### config.mk
export PLATFORM = sky130hd
export DESIGN_NAME = rs_issue_scheduler_flat
export DESIGN_NICKNAME = d
export VERILOG_FILES = /design/src/rtl/rs_issue_scheduler_if.sv /design/src/rtl/rs_issue_scheduler.sv /design/src/flat_wrapper.sv
export SDC_FILE = /design/constraint.sdc
export NUM_CORES = 1
export LEC_CHECK = 0
export CAP_MARGIN = 20
export CORE_AREA = 3 3 79 81
export CTS_CLUSTER_DIAMETER = 60
export DETAILED_ROUTE_END_ITERATION = 6
export DIE_AREA = 0 0 82 84
export GPL_ROUTABILITY_DRIVEN = 1
export HOLD_SLACK_MARGIN = 0.03
export PLACE_DENSITY = 0.81
export SLEW_MARGIN = 20
export SYNTH_ARGS = -nofsm -noshare
export SYNTH_HDL_FRONTEND = slang
export SYNTH_SLANG_ARGS = --single-unit
### constraint.sdc
create_clock -name clk -period 2.25 [get_ports clk]
set_clock_uncertainty 0.15 [all_clocks]
set_input_delay 0.3375 -clock clk [delete_from_list [all_inputs] [get_ports clk]]
set_output_delay 0.3375 -clock clk [all_outputs]
set_load 0.01 [all_outputs]
### src/rtl/rs_issue_scheduler_if.sv
// Bundle between the IDU, the CDB release path and the add/mul reservation stations.
// The scheduler sits on the slave modport; the IDU/RS/CDB environment sits on master.
interface rs_issue_scheduler_if #(
    parameter int TAG_W = 2
);
    // Handshake: a pair transfers on a rising edge where in_valid && in_ready.
    // in_valid may be raised at any time and holds its pair until accepted.
    // in_ready is combinational and may depend on the held pair and on flush.
    // Issue strobes (iss*_valid, select_instruction) are one-cycle pulses with no back-pressure.
    logic             in_valid;
    logic             in_ready;
    logic [7:0]       in_inst1_type;
    logic [7:0]       in_inst2_type;
    logic             flush;
    logic             add_rel_valid;
    logic [TAG_W-1:0] add_rel_tag;
    logic             mul_rel_valid;
    logic [TAG_W-1:0] mul_rel_tag;
    logic [1:0]       select_instruction;
    logic             iss1_valid;
    logic             iss2_valid;
    logic [7:0]       iss1_type;
    logic [7:0]       iss2_type;
    logic [TAG_W:0]   iss1_rs_id;
    logic [TAG_W:0]   iss2_rs_id;
    logic             AR_Status;
    logic             MR_Status;
    logic             rel_err;

    modport slave (
        input  in_valid, in_inst1_type, in_inst2_type, flush,
               add_rel_valid, add_rel_tag, mul_rel_valid, mul_rel_tag,
        output in_ready, select_instruction, iss1_valid, iss2_valid,
               iss1_type, iss2_type, iss1_rs_id, iss2_rs_id,
               AR_Status, MR_Status, rel_err
    );

    modport master (
        output in_valid, in_inst1_type, in_inst2_type, flush,
               add_rel_valid, add_rel_tag, mul_rel_valid, mul_rel_tag,
        input  in_ready, select_instruction, iss1_valid, iss2_valid,
               iss1_type, iss2_type, iss1_rs_id, iss2_rs_id,
               AR_Status, MR_Status, rel_err
    );
endinterface

### src/rtl/rs_issue_scheduler.sv
// In-order dual-issue scheduler: holds one decoded pair, allocates lowest free add/mul RS
// slots, tracks busy bits freed by CDB release and reports full flags back to the IDU.
module rs_issue_scheduler #(
    parameter int         ADD_RS_DEPTH = 3,
    parameter int         MUL_RS_DEPTH = 2,
    parameter int         TAG_W        = 2,
    parameter logic [7:0] OP_ADD       = 8'h01,
    parameter logic [7:0] OP_SUB       = 8'h02,
    parameter logic [7:0] OP_MUL       = 8'h03,
    parameter logic [7:0] OP_DIV       = 8'h04
) (
    input  logic                    clk,
    input  logic                    rst_n,
    rs_issue_scheduler_if.slave     bus,
    output logic [1:0]              dbg_state
);

    localparam logic [1:0] ST_EMPTY  = 2'd0;
    localparam logic [1:0] ST_PAIR   = 2'd1;
    localparam logic [1:0] ST_SECOND = 2'd2;

    logic [1:0]              state;
    logic [7:0]              inst1_q;
    logic [7:0]              inst2_q;
    logic [ADD_RS_DEPTH-1:0] add_busy;
    logic [MUL_RS_DEPTH-1:0] mul_busy;

    logic [1:0]       sel_q;
    logic             iss1_valid_q, iss2_valid_q;
    logic [7:0]       iss1_type_q, iss2_type_q;
    logic [TAG_W:0]   iss1_id_q, iss2_id_q;
    logic             ar_q, mr_q, rel_err_q;

    function automatic logic is_add(input logic [7:0] op);
        return (op == OP_ADD) || (op == OP_SUB);
    endfunction

    function automatic logic is_mul(input logic [7:0] op);
        return (op == OP_MUL) || (op == OP_DIV);
    endfunction

    // Lowest and second-lowest free slot of each class, from registered busy bits only.
    logic             a_f1, a_f2, m_f1, m_f2;
    logic [TAG_W-1:0] a_i1, a_i2, m_i1, m_i2;

    always_comb begin
        a_f1 = 1'b0; a_f2 = 1'b0; a_i1 = '0; a_i2 = '0;
        for (int i = 0; i < ADD_RS_DEPTH; i++) begin
            if (!add_busy[i]) begin
                if (!a_f1) begin
                    a_f1 = 1'b1; a_i1 = TAG_W'(i);
                end else if (!a_f2) begin
                    a_f2 = 1'b1; a_i2 = TAG_W'(i);
                end
            end
        end
    end

    always_comb begin
        m_f1 = 1'b0; m_f2 = 1'b0; m_i1 = '0; m_i2 = '0;
        for (int i = 0; i < MUL_RS_DEPTH; i++) begin
            if (!mul_busy[i]) begin
                if (!m_f1) begin
                    m_f1 = 1'b1; m_i1 = TAG_W'(i);
                end else if (!m_f2) begin
                    m_f2 = 1'b1; m_i2 = TAG_W'(i);
                end
            end
        end
    end

    logic             a1, m1, a2, m2;
    logic             in_pair, in_second;
    logic             can1, can2, share_add, share_mul;
    logic [TAG_W-1:0] idx1, idx2;
    logic             go1, go2, drain, take, ready;

    assign a1        = is_add(inst1_q);
    assign m1        = is_mul(inst1_q);
    assign a2        = is_add(inst2_q);
    assign m2        = is_mul(inst2_q);
    assign in_pair   = (state == ST_PAIR);
    assign in_second = (state == ST_SECOND);

    // inst2 must skip the slot inst1 is taking when both target the same class.
    assign share_add = in_pair & a1;
    assign share_mul = in_pair & m1;
    assign can1      = a1 ? a_f1 : (m1 ? m_f1 : 1'b1);
    assign idx1      = a1 ? a_i1 : m_i1;
    assign can2      = a2 ? (share_add ? a_f2 : a_f1) :
                       (m2 ? (share_mul ? m_f2 : m_f1) : 1'b1);
    assign idx2      = a2 ? (share_add ? a_i2 : a_i1) : (share_mul ? m_i2 : m_i1);

    assign go1   = ~bus.flush & in_pair & can1;
    assign go2   = ~bus.flush & ((in_pair & can1 & can2) | (in_second & can2));
    assign drain = (in_pair & go1 & go2) | (in_second & go2);
    assign ready = rst_n & ~bus.flush & ((state == ST_EMPTY) | drain);
    assign take  = bus.in_valid & ready;

    logic [ADD_RS_DEPTH-1:0] add_alloc, add_rel, add_next;
    logic [MUL_RS_DEPTH-1:0] mul_alloc, mul_rel, mul_next;
    logic                    rel_bad;

    always_comb begin
        add_alloc = '0;
        add_rel   = '0;
        for (int i = 0; i < ADD_RS_DEPTH; i++) begin
            if ((go1 & a1 & (idx1 == TAG_W'(i))) | (go2 & a2 & (idx2 == TAG_W'(i))))
                add_alloc[i] = 1'b1;
            if (bus.add_rel_valid & (bus.add_rel_tag == TAG_W'(i)) & add_busy[i])
                add_rel[i] = 1'b1;
        end
        mul_alloc = '0;
        mul_rel   = '0;
        for (int i = 0; i < MUL_RS_DEPTH; i++) begin
            if ((go1 & m1 & (idx1 == TAG_W'(i))) | (go2 & m2 & (idx2 == TAG_W'(i))))
                mul_alloc[i] = 1'b1;
            if (bus.mul_rel_valid & (bus.mul_rel_tag == TAG_W'(i)) & mul_busy[i])
                mul_rel[i] = 1'b1;
        end
    end

    // A release that matched no busy in-range slot leaves its mask empty.
    assign rel_bad  = (bus.add_rel_valid & (add_rel == '0)) |
                      (bus.mul_rel_valid & (mul_rel == '0));
    assign add_next = (add_busy & ~add_rel) | add_alloc;
    assign mul_next = (mul_busy & ~mul_rel) | mul_alloc;

    always_ff @(posedge clk or negedge rst_n) begin
        if (!rst_n) begin
            state        <= ST_EMPTY;
            inst1_q      <= '0;
            inst2_q      <= '0;
            add_busy     <= '0;
            mul_busy     <= '0;
            sel_q        <= '0;
            iss1_valid_q <= 1'b0;
            iss2_valid_q <= 1'b0;
            iss1_type_q  <= '0;
            iss2_type_q  <= '0;
            iss1_id_q    <= '0;
            iss2_id_q    <= '0;
            ar_q         <= 1'b0;
            mr_q         <= 1'b0;
            rel_err_q    <= 1'b0;
        end else begin
            if (bus.flush)               state <= ST_EMPTY;
            else if (take)               state <= ST_PAIR;
            else if (drain)              state <= ST_EMPTY;
            else if (in_pair & go1)      state <= ST_SECOND;

            if (take) begin
                inst1_q <= bus.in_inst1_type;
                inst2_q <= bus.in_inst2_type;
            end

            add_busy     <= add_next;
            mul_busy     <= mul_next;
            sel_q        <= {go2, go1};
            iss1_valid_q <= go1 & (a1 | m1);
            iss2_valid_q <= go2 & (a2 | m2);
            iss1_type_q  <= (go1 & (a1 | m1)) ? inst1_q : 8'h00;
            iss2_type_q  <= (go2 & (a2 | m2)) ? inst2_q : 8'h00;
            iss1_id_q    <= (go1 & (a1 | m1)) ? {m1, idx1} : '0;
            iss2_id_q    <= (go2 & (a2 | m2)) ? {m2, idx2} : '0;
            ar_q         <= &add_next;
            mr_q         <= &mul_next;
            rel_err_q    <= rel_err_q | rel_bad;
        end
    end

    assign bus.in_ready           = ready;
    assign bus.select_instruction = sel_q;
    assign bus.iss1_valid         = iss1_valid_q;
    assign bus.iss2_valid         = iss2_valid_q;
    assign bus.iss1_type          = iss1_type_q;
    assign bus.iss2_type          = iss2_type_q;
    assign bus.iss1_rs_id         = iss1_id_q;
    assign bus.iss2_rs_id         = iss2_id_q;
    assign bus.AR_Status          = ar_q;
    assign bus.MR_Status          = mr_q;
    assign bus.rel_err            = rel_err_q;
    assign dbg_state              = state;

endmodule

### src/flat_wrapper.sv
// flat-port wrapper written by rule: the top's interface ports become plain ports
module rs_issue_scheduler_flat 
#(
    parameter int         ADD_RS_DEPTH = 3,
    parameter int         MUL_RS_DEPTH = 2,
    parameter int         TAG_W        = 2,
    parameter logic [7:0] OP_ADD       = 8'h01,
    parameter logic [7:0] OP_SUB       = 8'h02,
    parameter logic [7:0] OP_MUL       = 8'h03,
    parameter logic [7:0] OP_DIV       = 8'h04
)
  (clk, rst_n, dbg_state, bus_in_valid, bus_in_inst1_type, bus_in_inst2_type, bus_flush, bus_add_rel_valid, bus_add_rel_tag, bus_mul_rel_valid, bus_mul_rel_tag, bus_in_ready, bus_select_instruction, bus_iss1_valid, bus_iss2_valid, bus_iss1_type, bus_iss2_type, bus_iss1_rs_id, bus_iss2_rs_id, bus_AR_Status, bus_MR_Status, bus_rel_err);
  rs_issue_scheduler_if #(.TAG_W(TAG_W)) bus_i ();
  input  logic clk;
  input  logic rst_n;
  output logic [1:0] dbg_state;
  input wire logic [$bits(bus_i.in_valid)-1:0] bus_in_valid;
  input wire logic [$bits(bus_i.in_inst1_type)-1:0] bus_in_inst1_type;
  input wire logic [$bits(bus_i.in_inst2_type)-1:0] bus_in_inst2_type;
  input wire logic [$bits(bus_i.flush)-1:0] bus_flush;
  input wire logic [$bits(bus_i.add_rel_valid)-1:0] bus_add_rel_valid;
  input wire logic [$bits(bus_i.add_rel_tag)-1:0] bus_add_rel_tag;
  input wire logic [$bits(bus_i.mul_rel_valid)-1:0] bus_mul_rel_valid;
  input wire logic [$bits(bus_i.mul_rel_tag)-1:0] bus_mul_rel_tag;
  output wire logic [$bits(bus_i.in_ready)-1:0] bus_in_ready;
  output wire logic [$bits(bus_i.select_instruction)-1:0] bus_select_instruction;
  output wire logic [$bits(bus_i.iss1_valid)-1:0] bus_iss1_valid;
  output wire logic [$bits(bus_i.iss2_valid)-1:0] bus_iss2_valid;
  output wire logic [$bits(bus_i.iss1_type)-1:0] bus_iss1_type;
  output wire logic [$bits(bus_i.iss2_type)-1:0] bus_iss2_type;
  output wire logic [$bits(bus_i.iss1_rs_id)-1:0] bus_iss1_rs_id;
  output wire logic [$bits(bus_i.iss2_rs_id)-1:0] bus_iss2_rs_id;
  output wire logic [$bits(bus_i.AR_Status)-1:0] bus_AR_Status;
  output wire logic [$bits(bus_i.MR_Status)-1:0] bus_MR_Status;
  output wire logic [$bits(bus_i.rel_err)-1:0] bus_rel_err;
  assign bus_i.in_valid = bus_in_valid;
  assign bus_i.in_inst1_type = bus_in_inst1_type;
  assign bus_i.in_inst2_type = bus_in_inst2_type;
  assign bus_i.flush = bus_flush;
  assign bus_i.add_rel_valid = bus_add_rel_valid;
  assign bus_i.add_rel_tag = bus_add_rel_tag;
  assign bus_i.mul_rel_valid = bus_mul_rel_valid;
  assign bus_i.mul_rel_tag = bus_mul_rel_tag;
  assign bus_in_ready = bus_i.in_ready;
  assign bus_select_instruction = bus_i.select_instruction;
  assign bus_iss1_valid = bus_i.iss1_valid;
  assign bus_iss2_valid = bus_i.iss2_valid;
  assign bus_iss1_type = bus_i.iss1_type;
  assign bus_iss2_type = bus_i.iss2_type;
  assign bus_iss1_rs_id = bus_i.iss1_rs_id;
  assign bus_iss2_rs_id = bus_i.iss2_rs_id;
  assign bus_AR_Status = bus_i.AR_Status;
  assign bus_MR_Status = bus_i.MR_Status;
  assign bus_rel_err = bus_i.rel_err;
  rs_issue_scheduler #(.ADD_RS_DEPTH(ADD_RS_DEPTH), .MUL_RS_DEPTH(MUL_RS_DEPTH), .TAG_W(TAG_W), .OP_ADD(OP_ADD), .OP_SUB(OP_SUB), .OP_MUL(OP_MUL), .OP_DIV(OP_DIV)) u_core (.clk(clk), .rst_n(rst_n), .bus(bus_i), .dbg_state(dbg_state));
endmodule
======== Yosys cells after proc, flatten, opt, wreduce, memory -nomap -nowiden ========
Index checks and enable logic that the tools add are counted.
W data, S select, Z words.
word-level totals
  register bits after elaboration ......... 52
  input port bits ......................... 26
  output and inout bits ................... 32
operators by class
  equal/unequal tests ..................... 17
  mux-type cells .......................... 50
  bitwise logic cells ..................... 61
  reductions and logical operators ........ 14
operators with widths
  operator              count
  $and A1 B1 Y1         42
  $mux W2               17
  $eq A8 B2 Y1 const B  4
  $mux W1               29
  $eq A8 B1 Y1 const B  2
  $eq A8 B3 Y1 const B  2
  $mux W8               2
  $logic_not A2 Y1      6
  $or A1 B1 Y1          12
  $eq A2 B1 Y1 const B  5
  $eq A2 B2 Y1 const B  4
  $mux W3               2
  $logic_or A1 B1 Y1    4
  $reduce_bool A4 Y1    1
  $and A3 B3 Y3         1
  $logic_not A3 Y1      1
  $not A3 Y3            1
  $or A3 B3 Y3          1
  $reduce_and A3 Y1     1
  $and A2 B2 Y2         1
  $not A2 Y2            1
  $or A2 B2 Y2          1
  $reduce_and A2 Y1     1
  $not A1 Y1            1

======== Longest topological paths before layout ========
Gate-level depths: netlist of the first run.
  word-level depth ........................ 16
  mapped depth ............................ 8

======== Worst setup path before layout of the first run ========
OpenSTA, ideal clock, no wires.
  kind .................................... register -> register
  from .................................... register u_core.inst1_q[5]
  to ...................................... register u_core.inst1_q[3]
  library setup time ...................... 0.130 ns
  data arrival time ....................... 2.025 ns
  required time ........................... 1.970 ns
  setup slack ............................. -0.055 ns
  cell stages (with the launch flop) ...... 8
  period minus slack after synthesis ...... 2.305 ns
  cells stage by stage .................... dfrtp_1 > nor4_4 > nand4_2 > mux2i_1 > o211a_1 > nor2_1 > buf_2 > o22ai_1
on the way
  cells in the longest elaborated chain, start to end .. 14
  elaborated cells between the ends (all ways) .. 27
ends and longest elaborated chain
  what                                                 line                       text
  from (decl)                                          rs_issue_scheduler.sv:23   logic [7:0] inst1_q;
  from (signal assigned)                               rs_issue_scheduler.sv:153  inst1_q <= bus.in_inst1_type;
  $eq A8 B2 Y1 / $eq A8 B3 Y1 (equally long branches)  rs_issue_scheduler.sv:39   return (op == OP_MUL) || (op == OP_DIV);
  $logic_or A1 B1 Y1                                   rs_issue_scheduler.sv:39
  $and A1 B1 Y1                                        rs_issue_scheduler.sv:87   assign share_mul = in_pair & m1;
  $mux W1 (2 in a row)                                 rs_issue_scheduler.sv:91   (m2 ? (share_mul ? m_f2 : m_f1) : 1'b1);
  $mux W1                                              rs_issue_scheduler.sv:90   assign can2 = a2 ? (share_add ? a_f2 : a_f1) :
  $and A1 B1 Y1                                        rs_issue_scheduler.sv:95   assign go2 = ~bus.flush & ((in_pair & can1 & can2) | (in_second & can2));
  $or A1 B1 Y1                                         rs_issue_scheduler.sv:95
  $and A1 B1 Y1                                        rs_issue_scheduler.sv:95
  $and A1 B1 Y1                                        rs_issue_scheduler.sv:96   assign drain = (in_pair & go1 & go2) | (in_second & go2);
  $or A1 B1 Y1 *                                       rs_issue_scheduler.sv:96
  $or A1 B1 Y1 *                                       rs_issue_scheduler.sv:97   assign ready = rst_n & ~bus.flush & ((state == ST_EMPTY) | drain);
  $and A1 B1 Y1 *                                      rs_issue_scheduler.sv:97
  $and A1 B1 Y1 *                                      rs_issue_scheduler.sv:98   assign take = bus.in_valid & ready;
Every way passes the cells marked *; elsewhere a longest branch is shown, timed or not.
A chain may end at the register's enable or synchronous reset.

======== Worst setup path after layout of the first run ========
  from .................................... register u_core.inst1_q[6]
  to ...................................... output bus_in_ready
on the way
  cells in the longest elaborated chain, start to end .. 13
  elaborated cells between the ends (all ways) .. 26
ends and longest elaborated chain
  what                                                 line                      text
  $eq A8 B2 Y1 / $eq A8 B3 Y1 (equally long branches)  rs_issue_scheduler.sv:39
  $logic_or A1 B1 Y1                                   rs_issue_scheduler.sv:39
  $and A1 B1 Y1                                        rs_issue_scheduler.sv:87
  $mux W1 (2 in a row)                                 rs_issue_scheduler.sv:91
  $mux W1                                              rs_issue_scheduler.sv:90
  $and A1 B1 Y1                                        rs_issue_scheduler.sv:95
  $or A1 B1 Y1                                         rs_issue_scheduler.sv:95
  $and A1 B1 Y1                                        rs_issue_scheduler.sv:95
  $and A1 B1 Y1                                        rs_issue_scheduler.sv:96
  $or A1 B1 Y1 *                                       rs_issue_scheduler.sv:96
  $or A1 B1 Y1 *                                       rs_issue_scheduler.sv:97
  $and A1 B1 Y1 *                                      rs_issue_scheduler.sv:97
  to (decl)                                            flat_wrapper.sv:25        output wire logic [$bits(bus_i.in_ready)-1:0] bus_in_ready;
Marks and branches as above.

==> impl_metrics.env, run 1 <==
export IMPL_outcome="complete, but fails checks"
export IMPL_violations="setup timing"
export IMPL_num_rows=27
export IMPL_critical_path_top_delay_family="simple AND/OR/NAND/NOR gates"
export IMPL_p_leak_nw=1.89
export IMPL_die_h_um=84
export IMPL_cts_max_path_buffers=2
export IMPL_drt_pass1_iter_count=4
export IMPL_cap_violations=0
export IMPL_die_area_mm2=0.00689
export IMPL_grt_usage_pct=22.7
export IMPL_worstPathRequired_ps=1760
export IMPL_max_stage_delay_ps=420
export IMPL_fmax_mhz=370
export IMPL_crit_type="flop to primary output"
export IMPL_finalHoldViolations=0
export IMPL_path_max_fanout=3
export IMPL_vias=2460
export IMPL_ant_nets=0
export IMPL_numClockSinks=52
export IMPL_critPathCaptureType="primary output"
export IMPL_area_delta_synth_final_pct=69.7
export IMPL_start_util_pct=44.9
export IMPL_arrival_ps=2210
export IMPL_drt_iter0_drc=161
export IMPL_die_width_um=82
export IMPL_grt_remaining_overflow=0
export IMPL_rsz0062_at_grt="yes"
export IMPL_r2r_slack_ps=-390
export IMPL_root_buffer="clkbuf_8"
export IMPL_cp_slowest_cell="dfrtp_1"
export IMPL_wl_per_cell_um=17.4
export IMPL_hold_buffers=0
export IMPL_synth_area_per_cell_um2=10.4
export IMPL_worstReg2RegEnd="u_core.bus.AR_Status"
export IMPL_async_flop_share_pct=100
export IMPL_utilization_pct=76.2
export IMPL_pwr_share_seq_pct=37.1
export IMPL_core_mm2=0.00554
export IMPL_hold_path_class="input pin to async pin"
export IMPL_grt_pass1_vias=2489
export IMPL_nNetsFinal=410
export IMPL_n_antenna_cell=0
export IMPL_ys_seq_area_share_pct=52.3
export IMPL_port_buffers=57
export IMPL_cts_tree="built"
export IMPL_cellPowerDensity_mw_per_mm2=820
export IMPL_swShare_pct=38.1
export IMPL_htreeDepth=2
export IMPL_grt_antenna_before_repair=0
export IMPL_drive_above_1_share_pct=38.5
export IMPL_crit_cells=8
export IMPL_cts_made_buffers=5
export IMPL_cp_cell_sequence="nor4_4, nand4_4, mux2i_2, o211ai_1, buf_4, a21oi_4, inv_2, buf_6"
export IMPL_routed_wl_um=7880
export IMPL_ys_warnings_count=0
export IMPL_drv_slew=0
export IMPL_final_area_mm2=0.00422
export IMPL_cts_clk_slew_worst_paths_ps=100
export IMPL_synth_flop_cell="dfrtp_1"
export IMPL_dpl_hpwl_um=4730
export IMPL_switchingPower_mw=1.32
export IMPL_finalSetupViolCount=34
export IMPL_grt_start_max_net_pins=53
export IMPL_clock_latency_ps=320
export IMPL_pin_count=58
export IMPL_dpl_instance_area_mm2=0.00363
export IMPL_timing_rr_start="u_core.inst1_q[1]"
export IMPL_cp_start_kind="flop"
export IMPL_dp_cells=431
export IMPL_netlist_area_mm2=0.00249
export IMPL_synthCells=239
export IMPL_fin_crit_sh_pct=120
export IMPL_worst_slack_ps=-450
export IMPL_gp_congestion=0.959
export IMPL_grt_pass1_wl_um=11900
export IMPL_synth_edf_count=0
export IMPL_reg2reg_depth=9
export IMPL_p_clk_share_pct=16.3
export IMPL_finalPower_mw=3.47
export IMPL_period_minus_slack_ps=2700
export IMPL_internal_power_mw=2.15
export IMPL_slew_headroom_pct=53.3
export IMPL_vdd_ir_drop_max_mv=0.558
export IMPL_combPwrFrac_pct=46.6
export IMPL_drc=0
export IMPL_via_per_inst=5.42
export IMPL_synth_seq_cells=52
export IMPL_layout_cells_non_filler=454
export IMPL_tightest_slew_ps=698
export IMPL_ys_types=62
export IMPL_cp_num_buf_inv=3
export IMPL_finalSetupTns_ps=-5800
through the flow:
| step | worst slack, ps | hold WS, ps |
|---|---|---|
| 2_1_floorplan | -36.4 | -108 |
| 3_3_place_gp | -661 | 308 |
| 3_5_place_dp | -706 | 309 |
| 4_1_cts | -326 | 53.3 |
| 5_1_grt | -515 | 101 |
| 6_report | -450 | 38.8 |
flip-flops by register name, indices dropped and copies added (netlist names):
register / count
u_core.bus.iss1_type: 8
u_core.dbg_state: 2
u_core.inst1_q: 8
u_core.bus.iss1_valid: 1
u_core.bus.MR_Status: 1
u_core.bus.rel_err: 1
u_core.bus.iss2_type: 8
u_core.bus.AR_Status: 1
u_core.bus.select_instruction: 2
u_core.bus.iss2_rs_id: 3
u_core.add_busy: 3
u_core.inst2_q: 8
u_core.bus.iss2_valid: 1
u_core.mul_busy: 2
u_core.bus.iss1_rs_id: 3
Yosys cell counts, types with 2 or more instances:
cell | number | area share [%]
nand3b_1 | 3 | 0.90
clkbuf_1 | 4 | 0.60
ha_1 | 3 | 1.5
dfrtp_1 | 52 | 52
buf_2 | 2 | 0.40
nand3_1 | 2 | 0.40
and4_1 | 2 | 0.70
and2_1 | 9 | 2.3
o22ai_1 | 16 | 4.0
a21oi_1 | 3 | 0.60
nor2_1 | 12 | 1.8
or3b_2 | 2 | 0.70
o211a_1 | 2 | 0.80
nand4_1 | 2 | 0.50
and3_1 | 2 | 0.50
nand2_1 | 43 | 6.5
nor3_1 | 3 | 0.60
nor4b_1 | 2 | 0.70
inv_1 | 11 | 1.7
nor2b_1 | 4 | 1.0
o31ai_1 | 3 | 0.90
nand2b_1 | 4 | 1.0
mux2i_1 | 8 | 3.2
o211ai_1 | 2 | 0.60
o2111ai_1 | 2 | 0.70
mux2_2 | 2 | 0.90
o21ai_0 | 3 | 0.60
a211oi_2 | 2 | 1.0
power by group through the flow:
stage                     Clock [mW]  Sequential, mW  Combinational, mW
final                          0.565            1.29               1.61
after global routing           0.615            1.30               1.72
after CTS                      0.569            1.25               1.41
after detailed placement           0            1.25               1.16
after global placement             0            1.24               1.13
after floorplan                    0            1.26              0.551
worst max path at each step:
stage	from	endpoint
2_1_floorplan	u_core.inst1_q[5]	u_core.bus.AR_Status
3_3_place_gp	bus_flush	bus_in_ready
3_5_place_dp	bus_flush	bus_in_ready
4_1_cts	u_core.inst1_q[5]	bus_in_ready
5_1_grt	u_core.inst1_q[1]	bus_in_ready
6_report	u_core.inst1_q[6]	bus_in_ready
cell families after synthesis:
group / share of synthesized area, %
AO/OA/AOI/OAI: 15.3
XOR/XNOR: 1.01
adder cells (fa/ha/maj): 1.51
buffers and inverters: 3.12
flip-flops: 52.3
multiplexers: 4.12
other: 0.151
AND/OR/NAND/NOR: 22.5
cell type report:
| type | count | area, µm² |
|---|---|---|
| fillers | 382 | 1320 |
| well taps | 72 | 90.1 |
| clock inverters | 3 | 25.0 |
| clock buffers | 5 | 68.8 |
| multi-input cells | 177 | 1490 |
| repair buffers | 133 | 1200 |
| flip-flops and latches | 52 | 1310 |
| inverters | 12 | 45.0 |
per-layer routing:
layer	wire length, µm	global-route usage [%]	up-vias
met2	4080	38.2	110
met4	257	9.82	0
met1	3060	27.7	1193
li1	-	-	1133
met3	487	4.21	24
met5	0	0	-
timing repair:
action,CTS,global route
endpoints found under the setup margin,33,41
resized for setup,51,35
buffers inserted,19,5
pin swaps,24,21
cell usage in the layout (no fill, tap or decap), types with 3 or more instances in the layout:
master / Yosys / final
ha_1: 3 / 3
nand3b_1: 3 / 3
mux2i_1: 8 / 7
clkdlybuf4s50_1: 0 / 55
nor2_2: 0 / 3
dfrtp_2: 0 / 4
and2_1: 9 / 4
nand2_1: 43 / 41
buf_4: 1 / 60
nor2b_1: 4 / 4
inv_1: 11 / 11
nor4_4: 1 / 3
o22ai_1: 16 / 16
nand2b_1: 4 / 4
buf_6: 0 / 17
clkbuf_8: 0 / 5
nor2_1: 12 / 7
and2_4: 0 / 5
dfrtp_1: 52 / 48
conb_1: 1 / 10
No activity file was read; power rests on OpenSTA's default activity.
==> run 2, diff against run 1 <==
--- a/config.mk
+++ b/config.mk
@@ -6,13 +6,14 @@
 export NUM_CORES = 1
 export LEC_CHECK = 0
 export CAP_MARGIN = 20
-export CORE_AREA = 3 3 79 81
+export CORE_AREA = 3 3 77 79
+export CTS_BUF_LIST = sky130_fd_sc_hd__clkbuf_4 sky130_fd_sc_hd__clkbuf_8
 export CTS_CLUSTER_DIAMETER = 60
 export DETAILED_ROUTE_END_ITERATION = 6
-export DIE_AREA = 0 0 82 84
+export DIE_AREA = 0 0 80 82
 export GPL_ROUTABILITY_DRIVEN = 1
 export HOLD_SLACK_MARGIN = 0.03
-export PLACE_DENSITY = 0.81
+export PLACE_DENSITY = 0.85
 export SLEW_MARGIN = 20
 export SYNTH_ARGS = -nofsm -noshare
 export SYNTH_HDL_FRONTEND = slang
==> impl_metrics.env, run 2 (same netlist as run 1, synthesis figures left out) <==
export IMPL_outcome="complete, but fails checks"
export IMPL_violations="setup timing"
export IMPL_fmax_mhz=362
export IMPL_ant_nets=0
export IMPL_cts_clk_slew_worst_paths_ps=100
export IMPL_path_max_fanout=3
export IMPL_tightest_slew_ps=614
export IMPL_hold_buffers=0
export IMPL_n_antenna_cell=0
export IMPL_reg2reg_depth=10
export IMPL_start_util_pct=46.0
export IMPL_vias=2432
export IMPL_drt_pass1_iter_count=4
export IMPL_ff_latch_area_mm2=0.00131
export IMPL_fin_crit_sh_pct=123
export IMPL_routed_wl_um=7430
export IMPL_cts_max_path_buffers=2
export IMPL_r2r_slack_ps=-470
export IMPL_multiInputGateArea_mm2=0.00145
export IMPL_critPathCaptureType="primary output"
export IMPL_final_area_mm2=0.00417
export IMPL_vdd_ir_drop_max_mv=0.539
export IMPL_preCtsSetupSlack_ps=-674
export IMPL_worstPathRequired_ps=1760
export IMPL_hold_path_class="input pin to async pin"
export IMPL_port_buffers=57
export IMPL_dpl_hpwl_um=4670
export IMPL_rsz0062_at_grt="yes"
export IMPL_root_buffer="clkbuf_8"
export IMPL_grt_usage_pct=21.4
export IMPL_pin_count=58
export IMPL_cp_slowest_cell="dfrtp_1"
export IMPL_clock_latency_ps=310
export IMPL_cp_start_kind="flop"
export IMPL_timing_rr_start="u_core.inst1_q[4]"
export IMPL_p_leak_nw=1.87
export IMPL_crit_top_cell="buf_6"
export IMPL_drv_slew=0
export IMPL_core_mm2=0.00541
export IMPL_critical_path_top_delay_family="simple AND/OR/NAND/NOR gates"
export IMPL_via_per_inst=5.35
export IMPL_grt_pass1_wl_um=10900
export IMPL_drive_above_1_share_pct=37.9
export IMPL_drc=0
export IMPL_wl_per_cell_um=16.3
export IMPL_cp_cell_sequence="nor4_4, nand4_4, buf_6, o21ai_4, o211ai_1, buf_4, a21oi_4, inv_2, buf_6"
export IMPL_grt_remaining_overflow=0
export IMPL_finalSetupViolCount=39
export IMPL_max_stage_delay_ps=440
export IMPL_whs_ps=40.4
export IMPL_cellPowerDensity_mw_per_mm2=813
export IMPL_final_cell_mix="buf_4 (64), clkdlybuf4s50_1 (55), dfrtp_1 (49), nand2_1 (43), buf_6 (14)"
export IMPL_grt_start_max_net_pins=53
export IMPL_crit_type="flop to primary output"
export IMPL_cp_num_buf_inv=4
export IMPL_nFillCells=356
export IMPL_slew_headroom_pct=59.0
export IMPL_cap_violations=0
export IMPL_nNetsFinal=411
export IMPL_die_width_um=80
export IMPL_dpl_instance_area_mm2=0.00364
export IMPL_drt_iter0_drc=196
export IMPL_gp_congestion=0.885
export IMPL_grt_pass1_vias=2299
export IMPL_period_minus_slack_ps=2760
export IMPL_finalPower_mw=3.39
export IMPL_arrival_ps=2270
export IMPL_num_rows=27
export IMPL_final_common_cell="buf_4"
export IMPL_finalHoldViolations=0
export IMPL_worst_slack_ps=-510
export IMPL_startpoint="u_core.inst1_q[4]"
export IMPL_numClockSinks=52
export IMPL_die_area_mm2=0.00656
export IMPL_htreeDepth=2
export IMPL_grt_antenna_before_repair=0
export IMPL_cts_made_buffers=5
export IMPL_worstReg2RegEnd="u_core.bus.AR_Status"
export IMPL_area_delta_synth_final_pct=67.6
export IMPL_die_h_um=82
export IMPL_cts_tree="built"
[run 2: power breakdown]
group	switching, mW	internal [mW]	leakage (nW)
clock	0.315	0.221	0.0445
sequential	0.181	1.09	0.668
combinational	0.758	0.821	1.15
[run 2: cell type report]
cell class,instances,share of cell area [%]
sequential,52,31.3
inverter,12,1.08
multi-input combinational,177,34.7
clock inverter,3,0.510
clock buffer,5,1.65
timing repair buffer,134,28.6
tap,72,2.16
[run 2: worst max-delay path by stage]
stage	endpoint	slack [ps]	cells past startpoint
final	bus_in_ready	-510	9
after global routing	bus_in_ready	-610	9
after CTS	bus_in_ready	-350	7
after detailed placement	bus_in_ready	-670	8
after global placement	bus_in_ready	-650	8
after floorplan	u_core.bus.AR_Status	-40	6
[run 2: stage by stage]
step | utilization, % | setup TNS, ps | instances
finish | 77.2 | -7860 | 455
global route | 77.2 | -10930 | 455
CTS | 73.4 | -1500 | 448
detailed placement | 67.4 | -7020 | 433
global placement | 67.4 | -5420 | 433
floorplan | - | -41.7 | 248
[run 2: what timing repair did]
| item | in CTS | in global routing |
|---|---|---|
| buffers inserted | 7 | 8 |
| endpoints found under the setup margin | 32 | 39 |
| pin swaps | 16 | 15 |
| gates resized for setup | 39 | 32 |
[run 2: metal layers]
metal / routed length [µm] / vias up / GRT usage (%)
li1: - / 1136 / -
met1: 2910 / 1170 / 26.6
met2: 3860 / 107 / 38.5
met3: 472 / 19 / 3.84
met4: 190 / 0 / 5.74
met5: 0 / - / 0
